<file path="config.mk">
export PLATFORM = sky130hd
export DESIGN_NAME = axis_uart_tx_fifo
export DESIGN_NICKNAME = d
export VERILOG_FILES = /design/src/rtl/axis_uart_tx_fifo.sv
export SDC_FILE = /design/constraint.sdc
export NUM_CORES = 1
export LEC_CHECK = 0
export BUFFER_PORTS_ARGS = -buffer_cell sky130_fd_sc_hd__buf_4
export CAP_MARGIN = 10
export CORE_MARGIN = 10
export CORE_UTILIZATION = 40
export CTS_CLUSTER_DIAMETER = 100
export DETAILED_ROUTE_END_ITERATION = 8
export PLACE_DENSITY = 0.67
export SYNTH_ARGS = -nofsm -noshare
export SYNTH_HDL_FRONTEND = slang
export SYNTH_SLANG_ARGS = --single-unit
</file>
<file path="constraint.sdc">
create_clock -name aclk -period 4.2 [get_ports aclk]
set_input_delay 0.42 -clock aclk [delete_from_list [all_inputs] [get_ports aclk]]
set_output_delay 0.42 -clock aclk [all_outputs]
set_load 0.03 [all_outputs]
</file>
<file path="src/rtl/axis_uart_tx_fifo.sv">
// axis_uart_tx_fifo: AXI-Stream fed UART transmitter with a word FIFO.
//   Ports: aclk (clock), areset (async active-high reset), tdata/tvalid/tready
//   (AXI-Stream sink), TX (registered UART line, idle high), busy (frame on line
//   or FIFO non-empty), fifo_level (words stored).
//   Optional macro AXIS_UART_TX_CTS_EN adds cts_n (active-low clear-to-send).
module axis_uart_tx_fifo #(
    parameter int CLK_FREQ   = 100,
    parameter int BIT_RATE   = 115200,
    parameter int DATA_BITS  = 8,
    parameter int PARITY     = 0,
    parameter int STOP_BITS  = 1,
    parameter int FIFO_DEPTH = 16,
    localparam int TW = (DATA_BITS <= 8) ? 8 : 16,
    localparam int LW = $clog2(FIFO_DEPTH) + 1
) (
    input  logic          aclk,
    input  logic          areset,
    input  logic [TW-1:0] tdata,
    input  logic          tvalid,
    output logic          tready,
    output logic          TX,
    output logic          busy,
`ifdef AXIS_UART_TX_CTS_EN
    input  logic          cts_n,
`endif
    output logic [LW-1:0] fifo_level
);
    localparam int DIVISOR = CLK_FREQ * 1000000 / BIT_RATE;
    localparam int AW = LW - 1;
    localparam int CW = $clog2(STOP_BITS * DIVISOR + 2);
    localparam logic [CW-1:0] BIT_LD = CW'(DIVISOR - 1);
    localparam logic [CW-1:0] STOP_LD = CW'(STOP_BITS * DIVISOR - 1);
    localparam logic [3:0] LAST = 4'(DATA_BITS - 1);
    localparam logic [LW-1:0] FULL = LW'(FIFO_DEPTH);

    if (DIVISOR < 2 || DATA_BITS < 5 || DATA_BITS > 9 || PARITY < 0 || PARITY > 2 ||
        STOP_BITS < 1 || STOP_BITS > 2 || FIFO_DEPTH < 2 ||
        (FIFO_DEPTH & (FIFO_DEPTH - 1)) != 0) begin : g_bad_params
        $error("axis_uart_tx_fifo: illegal parameter set");
    end

    if (TW > DATA_BITS) begin : g_unused
        logic unused_bits;
        assign unused_bits = ^tdata[TW-1:DATA_BITS];
    end

    typedef enum logic [2:0] {ST_IDLE, ST_START, ST_DATA, ST_PARITY, ST_STOP} state_t;

    logic [DATA_BITS-1:0] mem [FIFO_DEPTH];
    logic [AW-1:0]        wr_ptr, rd_ptr;
    logic [LW-1:0]        level;
    logic                 ready_en;
    state_t               state;
    logic [CW-1:0]        cnt;
    logic [3:0]           bit_idx;
    logic [DATA_BITS-1:0] shreg;
    logic                 par_bit;
    logic                 tx_r;
    logic                 gate, empty, push, pop, bit_end;
    logic [DATA_BITS-1:0] head;

`ifdef AXIS_UART_TX_CTS_EN
    logic [1:0] cts_s;
    always_ff @(posedge aclk or posedge areset)
        if (areset) cts_s <= 2'b11;
        else        cts_s <= {cts_s[0], cts_n};
    assign gate = !cts_s[1];
`else
    assign gate = 1'b1;
`endif

    assign empty      = level == '0;
    // ready_en keeps tready low through reset and raises it on the first edge after release
    assign tready     = ready_en && level != FULL;
    assign push       = tvalid && tready;
    assign bit_end    = cnt == '0;
    // a new frame may begin from idle or straight out of the last stop-bit cycle
    assign pop        = (state == ST_IDLE || (state == ST_STOP && bit_end)) && !empty && gate;
    assign head       = mem[rd_ptr];
    assign busy       = state != ST_IDLE || !empty;
    assign fifo_level = level;
    assign TX         = tx_r;

    always_ff @(posedge aclk)
        if (push) mem[wr_ptr] <= tdata[DATA_BITS-1:0];

    always_ff @(posedge aclk or posedge areset) begin
        if (areset) begin
            wr_ptr   <= '0;
            rd_ptr   <= '0;
            level    <= '0;
            ready_en <= 1'b0;
        end else begin
            ready_en <= 1'b1;
            if (push) wr_ptr <= wr_ptr + 1'b1;
            if (pop)  rd_ptr <= rd_ptr + 1'b1;
            level <= level + LW'(push) - LW'(pop);
        end
    end

    always_ff @(posedge aclk or posedge areset) begin
        if (areset) begin
            state   <= ST_IDLE;
            cnt     <= '0;
            bit_idx <= '0;
            shreg   <= '0;
            par_bit <= 1'b0;
            tx_r    <= 1'b1;
        end else if (pop) begin
            state   <= ST_START;
            cnt     <= BIT_LD;
            bit_idx <= '0;
            shreg   <= head;
            par_bit <= (^head) ^ (PARITY == 1);
            tx_r    <= 1'b0;
        end else if (state != ST_IDLE) begin
            if (!bit_end) cnt <= cnt - 1'b1;
            else begin
                case (state)
                    ST_START: begin
                        state <= ST_DATA;
                        cnt   <= BIT_LD;
                        tx_r  <= shreg[0];
                        shreg <= shreg >> 1;
                    end
                    ST_DATA: begin
                        if (bit_idx == LAST) begin
                            state <= (PARITY != 0) ? ST_PARITY : ST_STOP;
                            cnt   <= (PARITY != 0) ? BIT_LD : STOP_LD;
                            tx_r  <= (PARITY != 0) ? par_bit : 1'b1;
                        end else begin
                            bit_idx <= bit_idx + 1'b1;
                            cnt     <= BIT_LD;
                            tx_r    <= shreg[0];
                            shreg   <= shreg >> 1;
                        end
                    end
                    ST_PARITY: begin
                        state <= ST_STOP;
                        cnt   <= STOP_LD;
                        tx_r  <= 1'b1;
                    end
                    default: state <= ST_IDLE;
                endcase
            end
        end
    end
endmodule

</file>
==> impl_metrics.ini <==
[floorplanning]
die_x_um = 153.4
start_util_pct = 41.04
die_area_mm2 = 0.02355
die_h_um = 153.4
io_pins = 19
core_area_mm2 = 0.01736
fp-row-count = 48

[power_and_ir_drop]
p_seq_share_pct = 51.4
p_int_w = 0.002850
leakage_nw = 2.797
switching_power_w = 0.001004
power_density_mw_per_mm2 = 478.2
swShare_pct = 26.04
power_frac_comb_pct = 11.5
power_frac_clock_pct = 37.1
peakVddDrop_mv = 0.3270

[placement]
routabilityCongestion = 0.8346
portBuffers = 18
dp_hpwl_mm = 8.831

[synth]
synthSimpleGateAreaFrac_pct = 6.886
synth.area.top_cells = edfxtp_1, dfrtp_1, mux4_2, ha_1, mux2_2
synth_cell_type_count = 59
synth_compound_area_share_pct = 5.305
synth_top_family_by_area = multiplexers
ys_seq_elements = 168
synth_edf_count = 128
syn_area_mm2 = 0.007123
synthXorXnorAreaFrac_pct = 1.967
synthFlopType = edfxtp_1
syn_area_per_cell_um2 = 16.80
post-synth-top-area-cell = edfxtp_1
synth-adder-area-share_pct = 2.565
synth_mux_area_share_pct = 12.98
yosysWarnings = 0
netlist_instances = 424
syn_nets = 449
synth-seq-area-share_pct = 68.03
synth_top_cell_area_share_pct = 53.96
synthArstFlopShare_pct = 23.81

[layout]
nFillCells = 1427
area_growth_pct = 13.14
final_nets = 475
antenna_cells = 0
drive_above_1_share_pct = 25.49

[detailed_routing]
num_vias = 3660
drt_iter0_drc = 358
via_per_inst = 5.320
dr.pass1.iters = 5
post_drt_wl_per_cell_um = 19.03
wl_mm = 13.09
final_antenna_net_count = 0
route.detailed.drc = 0

[timing]
rsz0062_at_grt = no
fin_crit_ns = 3.272
finalHoldViolations = 0
finalMaxSlewViolations = 0
worst_pin_slew_ns = 0.9671
slew_headroom_pct = 35.03
holdWs_ns = 0.1164
skew_ns = 0.009773
setup_tns_ns = 0
setup_viol = 0
fmax_mhz = 305.6
period_share_pct = 77.91

[global_route]
antenna_found_initial = 0
grt_usage_pct = 11.63
grt_pass1_vias = 3955
gr-total-overflow = 0
grt_max_degree = 41
grt_pass1_wl_mm = 21.31

[clock_network]
cts_buffers = 17
cts_root_buf = clkbuf_16
htree_levels = 4
clkTransAtPathRegs_ns = 0.06
postCtsSetupBuffers = 0
cts_num_sinks = 168
cts_resized = 0
cts_tree = yes
clock_path_buffers = 2
worst_skew_pair.late_latency_ns = 0.43
hold_buffers = 0

[worst_hold_path]
hold_path_class = input pin to asynchronous set/reset pin

[job]
maxCapViolCount = 0

[critical_path]
r2r_cells = 14
start_kind = flip-flop
worst-setup-path-type = flip-flop to flip-flop
required_ns = 4.55
cp.arrival_ns = 3.62
end_kind = flip-flop
crit_fanout = 12

[outcome]
status = finished clean
-- worst paths after layout --
check	startpoint	endpoint	slack, ns
setup reg to reg	cnt[0]$_DFFE_PP0P_	fifo_level[4]$_DFF_PP0_	0.93
min in group aclk	tdata[1]	mem[8][1]$_DFFE_PP_	0.29
setup / recovery	cnt[0]$_DFFE_PP0P_	fifo_level[4]$_DFF_PP0_	0.93
hold reg to reg	bit_idx[3]$_DFFE_PP0P_	bit_idx[3]$_DFFE_PP0P_	0.50
max in group asynchronous	areset	rd_ptr[0]$_DFFE_PP0N_	3.68
hold / removal	areset	cnt[1]$_DFFE_PP0P_	0.12
-- critical path, stage by stage, from the launching register on --
cell and delay, ns:
dfrtp_1 0.41, inv_1 0.07, ha_1 0.19, or3b_2 0.56, o31ai_4 0.32, nand2b_1 0.26
clkinv_4 0.18, ha_1 0.14, inv_1 0.04, ha_1 0.19, fa_1 0.40, a21oi_1 0.17
nor2_1 0.06, nor2_1 0.11, xnor2_1 0.12
-- cell families after synthesis --
group                    after synthesis
AO/OA/AOI/OAI                         51
XOR/XNOR                              16
adder cells (fa/ha/maj)               14
buffers and inverters                 33
flip-flops                           168
multiplexers                          49
other                                  1
AND/OR/NAND/NOR                       92
-- area by class of cell --
cell class                      count  area (um2)  area share, %
Multi-Input combinational cell    223        2120          26.30
Tap cell                          225       281.5          3.493
Inverter                           14       57.56         0.7142
Sequential cell                   168        4847          60.15
Clock inverter                     14       116.4          1.444
Timing Repair Buffer               26       207.7          2.577
Clock buffer                       18       429.2          5.325
-- routing by layer --
metal	GRT usage, %	share of wire [%]	wire (um)
met1	13.61	42	5546
met3	2.722	3.2	419
met5	0	0	0
met2	19.69	53	6884
met4	5.623	1.8	241
-- sequential cells by signal (all words and copies together) (netlist names) --
signal,count
TX,1
ready_en,1
rd_ptr,4
wr_ptr,4
fifo_level,5
cnt,10
mem,128
bit_idx,4
shreg,8
state,3
-- power groups by stage --
stage                     Combinational (W)  Sequential (W)  Clock, W
after floorplan                    0.000274         0.00203         0
after global placement             0.000429         0.00201         0
after detailed placement           0.000448         0.00202         0
after CTS                          0.000450         0.00198   0.00146
after global routing               0.000493         0.00199   0.00152
final                              0.000441         0.00198   0.00143
-- cells in the mapped netlist, drive strengths merged (9+ instances only) --
cell type and instances:
edfxtp 128, dfrtp 39, mux4 33, nand2 25
nor2 25, a22oi 14, mux2 14, ha 13
inv 13, o21ai 11, buf 10, clkbuf 9
nor3 9, xnor2 9
-- metrics by stage --
stage	area [um2]	cells	setup slack (ns)	utilization, %	power, W
6_report	8059	688	0.9276	46.43	0.003854
5_1_grt	8059	688	0.5909	46.43	0.004010
4_1_cts	8059	688	0.9057	46.43	0.003889
3_5_place_dp	7513	656	0.9365	43.29	0.002465
3_3_place_gp	7513	656	1.001	43.29	0.002434
2_1_floorplan	7123	424	1.151	-	0.002305
-- placed cells by master (no fill, tap or decap), types with 3 or more instances in the layout --
master	netlist	routed
nor2_1	25	25
inv_1	13	13
nor2b_1	3	3
o21ai_0	10	10
clkinv_4	1	3
or2_2	3	3
a22oi_1	14	14
buf_4	0	25
a21oi_1	6	6
a22o_1	3	3
nand3_1	4	4
nand2b_1	7	7
nand2_1	25	25
xnor2_1	9	9
dfrtp_1	39	38
mux2_2	13	13
inv_6	0	3
clkinv_2	0	3
nor3_1	8	8
xor2_1	7	7
mux4_2	33	33
ha_1	13	13
clkbuf_16	0	17
edfxtp_1	128	128
(Power assumes the default switching activity.)
